### config.mk
export PLATFORM = sky130hd
export DESIGN_NAME = dac_spi_receiver
export DESIGN_NICKNAME = d
export VERILOG_FILES = /design/src/rtl/dac_spi_receiver.sv
export SDC_FILE = /design/constraint.sdc
export NUM_CORES = 1
export LEC_CHECK = 0
export CAP_MARGIN = 15
export CORE_MARGIN = 3
export CORE_UTILIZATION = 47
export DETAILED_ROUTE_END_ITERATION = 16
export MAX_ROUTING_LAYER = met4
export PLACE_DENSITY_LB_ADDON = 0.05
export SLEW_MARGIN = 15
export SYNTH_ARGS = -nofsm -noshare
export SYNTH_HDL_FRONTEND = slang
export SYNTH_SLANG_ARGS = --single-unit
### constraint.sdc
create_clock -name clk -period 1.7 [get_ports clk]
set_clock_uncertainty 0.15 [all_clocks]
set_input_delay 0.425 -clock clk [delete_from_list [all_inputs] [get_ports clk]]
set_output_delay 0.425 -clock clk [all_outputs]
set_load 0.05 [all_outputs]
### src/rtl/dac_spi_receiver.sv
// DAC-side serial frame receiver: oversamples sync/sclk/din/ldac_n/clr_n, assembles MSB-first
// frames, decodes the command nibble and maintains the DAC input and output registers.
module dac_spi_receiver #(
   parameter int                FRAME_BITS  = 16,
   parameter int                DATA_W      = 8,
   parameter int                DATA_LSB    = 4,
   parameter logic [DATA_W-1:0] CLR_VALUE   = '0,
   parameter int                SYNC_STAGES = 2
) (
   input  logic              clk,
   input  logic              rst,
   input  logic              sync,
   input  logic              sclk,
   input  logic              din,
   input  logic              ldac_n,
   input  logic              clr_n,
   output logic [DATA_W-1:0] input_reg,
   output logic [DATA_W-1:0] dac_value,
   output logic              frame_valid,
   output logic              frame_err,
   output logic              cmd_err,
   output logic              update,
   output logic              busy
);

   localparam int CNT_W = 5;
   localparam logic [CNT_W-1:0] FRAME_LEN = CNT_W'(FRAME_BITS);

   localparam int P_SYNC = 0;
   localparam int P_SCLK = 1;
   localparam int P_DIN  = 2;
   localparam int P_LDAC = 3;
   localparam int P_CLR  = 4;

   localparam logic [3:0] CMD_NOP   = 4'b0000;
   localparam logic [3:0] CMD_WRITE = 4'b1000;
   localparam logic [3:0] CMD_WRUPD = 4'b1001;

   function automatic logic [CNT_W-1:0] sat_inc(input logic [CNT_W-1:0] c);
      return (c == '1) ? c : c + CNT_W'(1);
   endfunction

   logic [4:0]                  pins;
   logic [SYNC_STAGES-1:0][4:0] meta_p0;
   logic [4:0]                  line_p1;
   logic                        sync_prev_p2;
   logic                        sclk_prev_p2;
   logic                        ldac_prev_p2;

   assign pins = {clr_n, ldac_n, din, sclk, sync};

   // Synchronizer chain and edge-history flops; these carry data only, so they are not reset.
   // Because sync history keeps tracking through rst, a sync line already low at release
   // produces no falling edge and the receiver stays unarmed.
   always_ff @(posedge clk) begin
      meta_p0      <= {meta_p0[SYNC_STAGES-2:0], pins};
      sync_prev_p2 <= line_p1[P_SYNC];
      sclk_prev_p2 <= line_p1[P_SCLK];
      ldac_prev_p2 <= line_p1[P_LDAC];
   end

   assign line_p1 = meta_p0[SYNC_STAGES-1];

   logic sync_fall, sync_rise, sclk_fall, ldac_fall, clr_active;

   assign sync_fall  =  sync_prev_p2 & ~line_p1[P_SYNC];
   assign sync_rise  = ~sync_prev_p2 &  line_p1[P_SYNC];
   assign sclk_fall  =  sclk_prev_p2 & ~line_p1[P_SCLK];
   assign ldac_fall  =  ldac_prev_p2 & ~line_p1[P_LDAC];
   assign clr_active = ~line_p1[P_CLR];

   logic [FRAME_BITS-1:0] shift;
   logic [CNT_W-1:0]      count;
   logic                  armed;

   logic                  frame_end;
   logic [3:0]            cmd;
   logic [DATA_W-1:0]     data;

   assign frame_end = sync_rise & armed;
   assign cmd       = shift[FRAME_BITS-1 -: 4];
   assign data      = shift[DATA_LSB +: DATA_W];

   logic [DATA_W-1:0] in_nxt;
   logic [DATA_W-1:0] dac_nxt;
   logic              upd_nxt;
   logic              fv_nxt;
   logic              fe_nxt;
   logic              ce_nxt;

   // ldac transfers the pre-clk input_reg first, a write-and-update frame then
   // overrides it, and an active clear overrides everything except the frame flags.
   always_comb begin
      in_nxt  = input_reg;
      dac_nxt = dac_value;
      upd_nxt = 1'b0;
      fv_nxt  = 1'b0;
      fe_nxt  = 1'b0;
      ce_nxt  = 1'b0;
      if (ldac_fall) begin
         dac_nxt = input_reg;
         upd_nxt = 1'b1;
      end
      if (frame_end) begin
         if (count != FRAME_LEN) begin
            fe_nxt = 1'b1;
         end else begin
            case (cmd)
               CMD_WRITE: begin
                  in_nxt = data;
                  fv_nxt = 1'b1;
               end
               CMD_WRUPD: begin
                  in_nxt  = data;
                  dac_nxt = data;
                  upd_nxt = 1'b1;
                  fv_nxt  = 1'b1;
               end
               CMD_NOP:  fv_nxt = 1'b1;
               default:  ce_nxt = 1'b1;
            endcase
         end
      end
      if (clr_active) begin
         in_nxt  = CLR_VALUE;
         dac_nxt = CLR_VALUE;
         upd_nxt = 1'b0;
      end
   end

   // Frame/register state and registered output pulses
   always_ff @(posedge clk) begin
      if (rst) begin
         input_reg   <= CLR_VALUE;
         dac_value   <= CLR_VALUE;
         frame_valid <= 1'b0;
         frame_err   <= 1'b0;
         cmd_err     <= 1'b0;
         update      <= 1'b0;
         busy        <= 1'b0;
         armed       <= 1'b0;
         count       <= '0;
         shift       <= '0;
      end else begin
         input_reg   <= in_nxt;
         dac_value   <= dac_nxt;
         frame_valid <= fv_nxt;
         frame_err   <= fe_nxt;
         cmd_err     <= ce_nxt;
         update      <= upd_nxt;
         if (sync_fall) begin
            armed <= 1'b1;
            busy  <= 1'b1;
            count <= '0;
         end else if (frame_end) begin
            armed <= 1'b0;
            busy  <= 1'b0;
         end else if (armed && !line_p1[P_SYNC] && sclk_fall) begin
            shift <= {shift[FRAME_BITS-2:0], line_p1[P_DIN]};
            count <= sat_inc(count);
         end
      end
   end

endmodule

==> flow_summary.json <==
{
  "ys_types": 31,
  "wl_um": 3480,
  "ios": 28,
  "ys.flop_type": "dfxtp_1",
  "synth_seq_cells": 55,
  "antenna_found_initial": 0,
  "area_growth_pct": 35.5,
  "n_fill_cell": 295,
  "avgSynthCellArea_um2": 10.4,
  "status": "finished clean",
  "met2_usage_pct": 25.0,
  "diodes": 0,
  "p_per_area_nw_per_um2": 781,
  "syn-cell-area_um2": 1980,
  "routedWlPerCell_um": 12.7,
  "fin_crit_sh_pct": 96.2,
  "dpl.hpwl_um": 2480,
  "dr_total_vias": 1411,
  "reg2reg_depth": 7,
  "cts_buffers": 5,
  "r2r_end": "count[0]",
  "synth_edf_count": 0,
  "crit_fanout": 4,
  "reg2reg_slack_ps": 70,
  "fin_util_pct": 69.8,
  "cts.sinks": 55,
  "ys.warnings.count": 0,
  "placedCellCount": 260,
  "grt_pass1_vias": 1322,
  "crit_path_top_delay_cell": "dfxtp_2",
  "timing_hold_violations_final": 0,
  "finalNonFillerCells": 273,
  "final_layout_size_suffix_gt1_share_pct": 27.6,
  "initial_core_util_pct": 51.5,
  "nNetsFinal": 234,
  "ys_async_sr_fraction_pct": 0,
  "busiest_layer": "met2",
  "crit_family": "simple AND/OR/NAND/NOR gates",
  "ys_seq_area_share_pct": 55.5,
  "drcViolationCount": 0,
  "seq_area_um2": 1100,
  "crit_path_cell_trace": "ha_1 > and3_1 > ha_2 > nor2b_4 > nand2_2 > xnor2_1 > nor2_1",
  "arrival_ps": 1680,
  "rows": 22,
  "path_buf_inv": 0,
  "place_congestion": 0.715,
  "htree_levels": 2,
  "dieWidth_um": 71.0,
  "cp.depth": 7,
  "path_class": "reg2reg",
  "tightest_slew_ps": 449,
  "overflow": 0,
  "drtIter0Drc": 66,
  "setup_tns_ps": 0,
  "r2r-start": "count[0]",
  "hp-class": "reg2reg",
  "crit_path_end_kind": "register",
  "hold_start": "meta_p0[4]",
  "use_met1_pct": 15.7,
  "largest_register_ffs": 16,
  "clk_path_buf_depth": 2,
  "cp_slowest_stage_delay_ps": 340,
  "core_area_um2": 3850,
  "portBuffers": 27,
  "insertion_delay_ps": 300,
  "clk_pin_slew_ps": 90,
  "fin_crit_ps": 1630,
  "cp-start-kind": "register",
  "cts_tree": "built",
  "grt_use_total_pct": 14.6,
  "die_area_um2": 5040,
  "drtAntennaViolNets": 0,
  "syn_inst": 190,
  "mostFrequentLayoutCells": "52 x dfxtp_1, 23 x buf_12, 20 x nor2_1",
  "irDropWorstVdd_v": 0.000821,
  "grtUsageMet3_pct": 3.84,
  "p_leak_nw": 1.14,
  "relSlewSlack_pct": 70.1,
  "multi_input_area_um2": 837,
  "min_path_cells": 0,
  "grt_pass1_wl_um": 5690,
  "setup_viol": 0,
  "cts_root_buffer": "clkbuf_8",
  "max_freq_mhz": 612,
  "grt_start_max_net_pins": 26,
  "critPathRequiredTime_ps": 1740,
  "via_per_inst": 5.17,
  "die_h_um": 71.0,
  "final_common_cell": "dfxtp_1",
  "cap_violations": 0,
  "cts_hold_buf": 0,
  "firstDrtPassIters": 4,
  "report.final.slew_viol_count": 0,
  "postSynthNetCount": 200,
  "whs_endpoint": "line_p1[4]"
}
[worst max path at each step]
| stage | end | from |
|---|---|---|
| 6_report | count[0] | count[0] |
| 5_1_grt | count[0] | count[0] |
| 4_1_cts | count[0] | count[0] |
| 3_5_place_dp | count[0] | count[0] |
| 3_3_place_gp | count[0] | rst |
| 2_1_floorplan | count[0] | count[0] |
[cell type report]
type | count | area share [%]
flip-flops and latches | 55 | 41.1
multi-input cells | 121 | 31.1
repair buffers | 37 | 21.7
clock buffers | 5 | 2.56
well taps | 48 | 2.23
clock inverters | 3 | 0.698
inverters | 4 | 0.558
[kinds of logic (layout without fill, tap and decap cells)]
kind of cell | count (synthesis) | after routing | share of synthesized area (%)
AND/OR/NAND/NOR | 69 | 69 | 18.6
flip-flops | 55 | 55 | 55.5
multiplexers | 24 | 24 | 12.6
AO/OA/AOI/OAI | 22 | 22 | 5.67
buffers and inverters | 14 | 49 | 4.41
adder cells (fa/ha/maj) | 3 | 3 | 1.89
XOR/XNOR | 3 | 3 | 1.32
[Yosys cell counts (3+ instances only)]
cell      number  area, um2
a21oi_1        3       15.0
buf_2          3       15.0
clkbuf_1       3       11.3
dfxtp_1       55       1100
ha_1           3       37.5
inv_1          4       15.0
mux2_2         8       90.1
mux2i_1       16        160
nand2_1       13       48.8
nand3_1       20        100
nor2_1        20       75.1
o21ai_0        5       25.0
o21ai_1       13       65.1
[repair_timing]
| action | CTS | global route |
|---|---|---|
| pin swaps | 0 | 3 |
| resized for setup | 2 | 11 |
| buffers inserted | 0 | 5 |
| setup endpoints to repair | 10 | 21 |
[metrics by stage]
stage                     instance area (um2)  hold slack, ps  power (mW)  setup WS, ps
final                                    2690             184        2.10          65.3
after global routing                     2690             191        2.19         -12.8
after global placement                   2520             162        1.43         -41.6
after CTS                                2610             185        2.13          3.72
after detailed placement                 2520             162        1.43         -49.4
after floorplan                          1990             160        1.39          58.9
[where the power goes]
group,internal [mW],total [mW],switching [mW]
clock,0.290,0.687,0.397
combinational,0.0492,0.0962,0.0469
sequential,1.31,1.32,0.0103
total,1.65,2.10,0.454
[metal layers]
metal	vias to the layer above	routed length (um)
met2	37	1860
met4	0	53
met3	6	153
li1	712	-
met1	656	1410
met5	-	0
(Power assumes the default switching activity.)
